`src/rtl/fault_pkg.sv`:
```
// Shared state encoding and default tuning constants for the voltage-fault response path.
package fault_pkg;

  typedef enum logic [1:0] {
    ST_MONITOR = 2'd0,
    ST_ALERT   = 2'd1,
    ST_HOLDOFF = 2'd2,
    ST_LOCKOUT = 2'd3
  } fault_state_e;

  localparam int unsigned DEF_DEBOUNCE_CYCLES = 4;
  localparam int unsigned DEF_HOLDOFF_CYCLES  = 64;
  localparam int unsigned DEF_MAX_FAULTS      = 3;
  localparam int unsigned DEF_CNT_W           = 8;

endpackage

```
`src/rtl/fault_timer.sv`:
```
// Saturating up-counter with synchronous clear; tc_o flags that the next enabled
// increment will land exactly on TC_VALUE, so the caller can act on that same edge.
module fault_timer #(
  parameter int unsigned TC_VALUE = 1
) (
  input  logic clk,
  input  logic rst,
  input  logic clr_i,
  input  logic en_i,
  output logic tc_o
);

  localparam int unsigned W = (TC_VALUE < 1) ? 1 : $clog2(TC_VALUE + 1);
  localparam logic [W-1:0] SAT_VAL  = W'(TC_VALUE);
  localparam logic [W-1:0] LAST_VAL = W'(TC_VALUE - 1);

  logic [W-1:0] count_q;
  logic [W-1:0] count_d;

  always_comb begin
    count_d = count_q;
    if (clr_i) begin
      count_d = '0;
    end else if (en_i && (count_q != SAT_VAL)) begin
      count_d = count_q + 1'b1;
    end
  end

  always_ff @(posedge clk or posedge rst) begin
    if (rst) begin
      count_q <= '0;
    end else begin
      count_q <= count_d;
    end
  end

  assign tc_o = (count_q == LAST_VAL);

endmodule

```
`src/rtl/fault_response_ctrl.sv`:
```
// Debounces the detector's fault flag, interrupts the core, holds it in safe mode
// until acknowledged and clean, and escalates repeated episodes to a sticky lockout.
module fault_response_ctrl
  import fault_pkg::*;
#(
  parameter int unsigned DEBOUNCE_CYCLES = DEF_DEBOUNCE_CYCLES,
  parameter int unsigned HOLDOFF_CYCLES  = DEF_HOLDOFF_CYCLES,
  parameter int unsigned MAX_FAULTS      = DEF_MAX_FAULTS,
  parameter int unsigned CNT_W           = DEF_CNT_W
) (
  input  logic             clk,
  input  logic             reset,
  input  logic             fault_in,
  input  logic             irq_ack,
  input  logic             clear_lockout,
  output logic             fault_irq,
  output logic             safe_mode,
  output logic             lockout,
  output logic             fault_latched,
  output logic [CNT_W-1:0] fault_count,
  output logic [1:0]       state_o
);

  localparam logic [CNT_W-1:0] CNT_MAX = '1;

  fault_state_e     state_q, state_d;
  logic             fault_irq_q, safe_mode_q, lockout_q, fault_latched_q;
  logic             fault_latched_d;
  logic [CNT_W-1:0] fault_count_q, fault_count_d;
  logic [CNT_W-1:0] retry_q, retry_d;

  logic qual_clr, qual_en, qual_tc;
  logic tmr_clr, tmr_en, tmr_tc;
  logic qualify, clean_hit, lock_due;

  fault_timer #(.TC_VALUE(DEBOUNCE_CYCLES)) u_qual_cnt (
    .clk  (clk),
    .rst  (reset),
    .clr_i(qual_clr),
    .en_i (qual_en),
    .tc_o (qual_tc)
  );

  // Shared between the MONITOR clean window and the HOLDOFF window; the FSM
  // clears it on every path into either state, so the two uses never overlap.
  fault_timer #(.TC_VALUE(HOLDOFF_CYCLES)) u_clean_tmr (
    .clk  (clk),
    .rst  (reset),
    .clr_i(tmr_clr),
    .en_i (tmr_en),
    .tc_o (tmr_tc)
  );

  assign lock_due = (MAX_FAULTS != 0) && (32'(retry_q) >= MAX_FAULTS);

  always_comb begin
    state_d         = state_q;
    qual_en         = 1'b0;
    qual_clr        = 1'b1;
    tmr_en          = 1'b0;
    tmr_clr         = 1'b1;
    qualify         = 1'b0;
    clean_hit       = 1'b0;
    fault_latched_d = fault_latched_q;
    fault_count_d   = fault_count_q;
    retry_d         = retry_q;

    unique case (state_q)
      ST_MONITOR: begin
        qual_en   = fault_in;
        qual_clr  = !fault_in;
        tmr_en    = !fault_in;
        tmr_clr   = fault_in;
        qualify   = fault_in && qual_tc;
        clean_hit = !fault_in && tmr_tc;
        if (qualify) begin
          state_d  = ST_ALERT;
          qual_clr = 1'b1;
        end
      end
      ST_ALERT: begin
        if (irq_ack) begin
          state_d = lock_due ? ST_LOCKOUT : ST_HOLDOFF;
        end
      end
      ST_HOLDOFF: begin
        tmr_en  = !fault_in;
        tmr_clr = fault_in;
        if (!fault_in && tmr_tc) begin
          state_d = ST_MONITOR;
          tmr_clr = 1'b1;
        end
      end
      ST_LOCKOUT: begin
        if (clear_lockout) begin
          state_d = ST_MONITOR;
        end
      end
      default: state_d = ST_MONITOR;
    endcase

    if (clear_lockout || clean_hit) begin
      retry_d = '0;
    end
    if (clear_lockout) begin
      fault_latched_d = 1'b0;
    end
    // A qualifying episode on the same edge as a software clear still counts.
    if (qualify) begin
      fault_latched_d = 1'b1;
      if (retry_d != CNT_MAX) begin
        retry_d = retry_d + 1'b1;
      end
      if (fault_count_q != CNT_MAX) begin
        fault_count_d = fault_count_q + 1'b1;
      end
    end
  end

  always_ff @(posedge clk or posedge reset) begin
    if (reset) begin
      state_q         <= ST_MONITOR;
      fault_irq_q     <= 1'b0;
      safe_mode_q     <= 1'b0;
      lockout_q       <= 1'b0;
      fault_latched_q <= 1'b0;
      fault_count_q   <= '0;
      retry_q         <= '0;
    end else begin
      state_q         <= state_d;
      fault_irq_q     <= (state_d == ST_ALERT);
      safe_mode_q     <= (state_d != ST_MONITOR);
      lockout_q       <= (state_d == ST_LOCKOUT);
      fault_latched_q <= fault_latched_d;
      fault_count_q   <= fault_count_d;
      retry_q         <= retry_d;
    end
  end

  assign fault_irq     = fault_irq_q;
  assign safe_mode     = safe_mode_q;
  assign lockout       = lockout_q;
  assign fault_latched = fault_latched_q;
  assign fault_count   = fault_count_q;
  assign state_o       = state_q;

endmodule

```
`config.mk`:
```
export PLATFORM = sky130hd
export DESIGN_NAME = fault_response_ctrl
export DESIGN_NICKNAME = d
export VERILOG_FILES = /design/src/rtl/fault_pkg.sv /design/src/rtl/fault_timer.sv /design/src/rtl/fault_response_ctrl.sv
export SDC_FILE = /design/constraint.sdc
export NUM_CORES = 1
export LEC_CHECK = 0
export ABC_AREA = 1
export ABC_CLOCK_PERIOD_IN_PS = 5200
export BUFFER_PORTS_ARGS = -buffer_cell sky130_fd_sc_hd__buf_2
export CORE_ASPECT_RATIO = 1.1
export CORE_UTILIZATION = 50
export DETAILED_ROUTE_END_ITERATION = 16
export HOLD_SLACK_MARGIN = 0.06
export PLACE_DENSITY = 0.77
export SYNTH_ARGS = -nofsm -noshare
export SYNTH_HDL_FRONTEND = slang
export SYNTH_HIERARCHICAL = 1
export SYNTH_SLANG_ARGS = --single-unit
export TNS_END_PERCENT = 20
```
`constraint.sdc`:
```
create_clock -name clk -period 5.2 [get_ports clk]
set_input_delay 0.26 -clock clk [delete_from_list [all_inputs] [get_ports clk]]
set_output_delay 0.26 -clock clk [all_outputs]
set_load 0.02 [all_outputs]
```
==> results.cfg <==
[power_and_ir_drop]
switching_power_uw = 206
internal-power_uw = 456
ir_worst_vdd_v = 0.000217
clkPwrFrac = 0.362
p_leak_uw = 0.00125
switching_share = 0.311
p_seq_frac = 0.444
power.density_nw_per_um2 = 299
pwr-share-comb = 0.194

[sta]
max_slew_margin = 0.444
rsz0062_at_grt = no
slew_viol_final = 0
tns_ns = 0
max_freq_mhz = 399
hold_viol = 0
clock_skew_ns = 0.00717
period_share = 0.482
tightest_slew_ns = 0.834
period_needed_ns = 2.51
setup_viol = 0

[global_routing]
track_usage = 0.216
met1_usage = 0.270
grt_pass1_wl_um = 6530
globalRoute.totalOverflow = 0
met3_usage = 0.0575
antenna_found_initial = 0
grt_pass1_vias = 1555
busiest_layer = met2
met2_usage = 0.345
grt_max_degree = 23

[floorplan]
fp.dieH_um = 67.5
die-area_um2 = 4150
fp.coreArea_um2 = 3680
start_util = 0.529
die_x_um = 61.5
rows = 23
ioPinCount = 19

[critical_path]
path_max_fanout = 7
max_stage_delay_ns = 0.47
path_cells = nand2_1 -> nor2_1 -> nand2_1 -> nor2_1 -> inv_1 -> nor2_1 -> nand2_2 -> nand2_2 -> inv_2 -> nand2_1 -> inv_1 -> ha_1 -> nand2_1 -> nor2_1 -> nand4_1 -> nor2_1 -> nand2_2 -> nand2_1 -> nand2_1 -> nand2_1
cp-start-kind = flip-flop
crit_slowest_cell = dfrtp_1
crit_arrival_ns = 2.69
r2r_setup_slack_ns = 2.69
crit_type = flip-flop to flip-flop
reg2reg_depth = 20
crit_top_cell = nand2_1
critPathCaptureType = flip-flop
critPathRequiredTime_ns = 5.38

[clocking]
postCtsResizedCells = 0
cts.sink_count = 32
cts_tree = done
cts_max_level = 2
clk_pin_slew_worst_paths_ns = 0.07
cts_buffer_depth = 2
numCtsBuffers = 5
root_buffer = clkbuf_8
clk_latency_ns = 0.29

[cells_and_area]
fin_area_um2 = 2210
drive_gt1_frac = 0.186
n_antenna_cell = 0
area_delta_synth_final_pct = 13.5
multi_input_area_um2 = 971
fillers = 365
seq_area_um2 = 801
final_nets = 290

[routing]
drt-total-wl_um = 3720
routed-via-count = 1617
avgViaCountPerCell = 4.91
wire_per_inst_um = 11.3
first_pass_iters = 4
ant_nets = 0
drt-initial-drc-count = 119
drc = 0

[synth]
synthDistinctLibCells = 26
syn_nets = 266
synth_area_um2 = 1950
synth_fa_ha_area_frac = 0.0449
synth_top_family_by_area = simple AND/OR/NAND/NOR gates
synth_seq_cells = 32
synth_xor_area_frac = 0.0481
postSynthCellCount = 254
ys_warn_count = 6
synth-simple-area-share = 0.377
synth.area.mux_share = 0
postSynthAreaPerCell_um2 = 7.67
synth_compound_area_frac = 0.0276
ys_seq_area_frac = 0.411

[job]
cap_violations = 0

[placement]
io_buffers = 18
hpwl_um = 2740
dpl_cell_area_um2 = 2090
finalWeightedCongestion = 0.876

[hold_path]
hold_path_class = input pin to flip-flop
worstHoldPathCells = 4

[outcome]
status = complete, no violations
[kinds of logic (layout without fill, tap and decap cells)]
family,after synthesis,count (layout)
adders and majority gates,7,7
buffers and inverters,44,69
DFF,32,32
AOI/OAI and AO/OA,10,10
and+or+nand+nor,152,152
xor gates and xnor gates,9,9
[metal layers]
layer / up-vias / wire (um) / share of wire
met5: - / 0 / 0
met4: 0 / 64 / 0.017
met3: 4 / 120 / 0.032
met2: 26 / 1800 / 0.48
met1: 747 / 1740 / 0.47
li1: 840 / - / -
[repair_timing]
item / CTS / global route
hold buffers: 1 / 0
buffers inserted: 0 / 0
endpoints found under the hold margin: 10 / 0
[state kept, by name (all words and copies together), names as in the netlist]
register	count
retry_q	8
lockout	1
state_o	2
fault_count	8
fault_latched	1
fault_irq	1
u_clean_tmr/count_q	7
safe_mode	1
u_qual_cnt/count_q	3
[layout make-up]
class                   count  share of cell area
clock buffers               5              0.0311
clock inverters             3              0.0192
inverters                  42              0.0757
multi-input cells         178               0.439
flip-flops and latches     32               0.362
well taps                  50              0.0283
repair buffers             19              0.0452
[placed cells by master, fill, tap and decap left out, types with 2 or more instances in the layout]
master,n
inv_1,38
nand3_2,2
nand3_1,27
nand2_2,5
inv_2,2
nor2_1,20
nand2_4,4
buf_2,18
o21ai_0,5
nand4_1,10
xnor2_1,3
clkbuf_8,5
xor2_1,4
a21oi_1,3
nor2_2,4
xnor2_2,2
ha_1,7
nor2_4,4
dfrtp_1,32
nand2_1,73
[power groups by stage]
stage	registers, uW	logic, uW	clock network (uW)
floorplan	312	79.4	0
global placement	297	127	0
detailed placement	298	129	0
CTS	294	131	248
global route	298	146	257
finish	294	128	240
[final timing paths]
kind	start	end
max reg2reg	u_clean_tmr/count_q[2]	retry_q[0]
min	clear_lockout	fault_latched
min reg2reg	fault_latched	fault_latched
max	u_clean_tmr/count_q[2]	retry_q[0]
max in group asynchronous	reset	fault_count[6]
min in group asynchronous	reset	u_qual_cnt/count_q[2]
[synth_stat cells]
master    count  area share
nand2_1      73        0.14
nor3_1        1      0.0026
buf_2         2      0.0051
ha_1          7       0.045
nor3_2        1      0.0051
a21oi_1       3      0.0077
nor2_1       20       0.039
xnor2_2       2       0.017
nand2_4       4       0.023
nand3_1      27       0.069
inv_1        38       0.073
dfrtp_1      32        0.41
nand2_2       5       0.016
nand4_1      10       0.032
clkinv_4      1      0.0045
nand3b_1      1      0.0039
o211ai_1      1      0.0039
o21ai_0       5       0.013
inv_6         1      0.0045
nand3_2       2       0.010
nor2_2        4       0.013
xor2_1        4       0.018
nor2_4        4       0.023
xnor2_1       3       0.013
inv_2         2      0.0039
a31oi_1       1      0.0032
[worst max-delay path, delay by kind of cell, from the launching register on]
kind | cells | cell delay, ns
buf+inv | 3 | 0.17
simple gates | 16 | 1.57
fa+ha+maj | 1 | 0.21
flops | 1 | 0.47
[through the flow]
step / setup slack [ns] / std cells / util / hold slack (ns) / total power (uW)
3_5_place_dp: 2.76 / 320 / 0.568 / 0.155 / 428
5_1_grt: 2.42 / 329 / 0.601 / 0.382 / 701
6_report: 2.69 / 329 / 0.601 / 0.356 / 662
2_1_floorplan: 3.03 / 254 / - / 0.0136 / 392
4_1_cts: 2.71 / 329 / 0.601 / 0.353 / 672
3_3_place_gp: 2.88 / 320 / 0.568 / 0.152 / 424
Power figures use the tool's default switching activity.
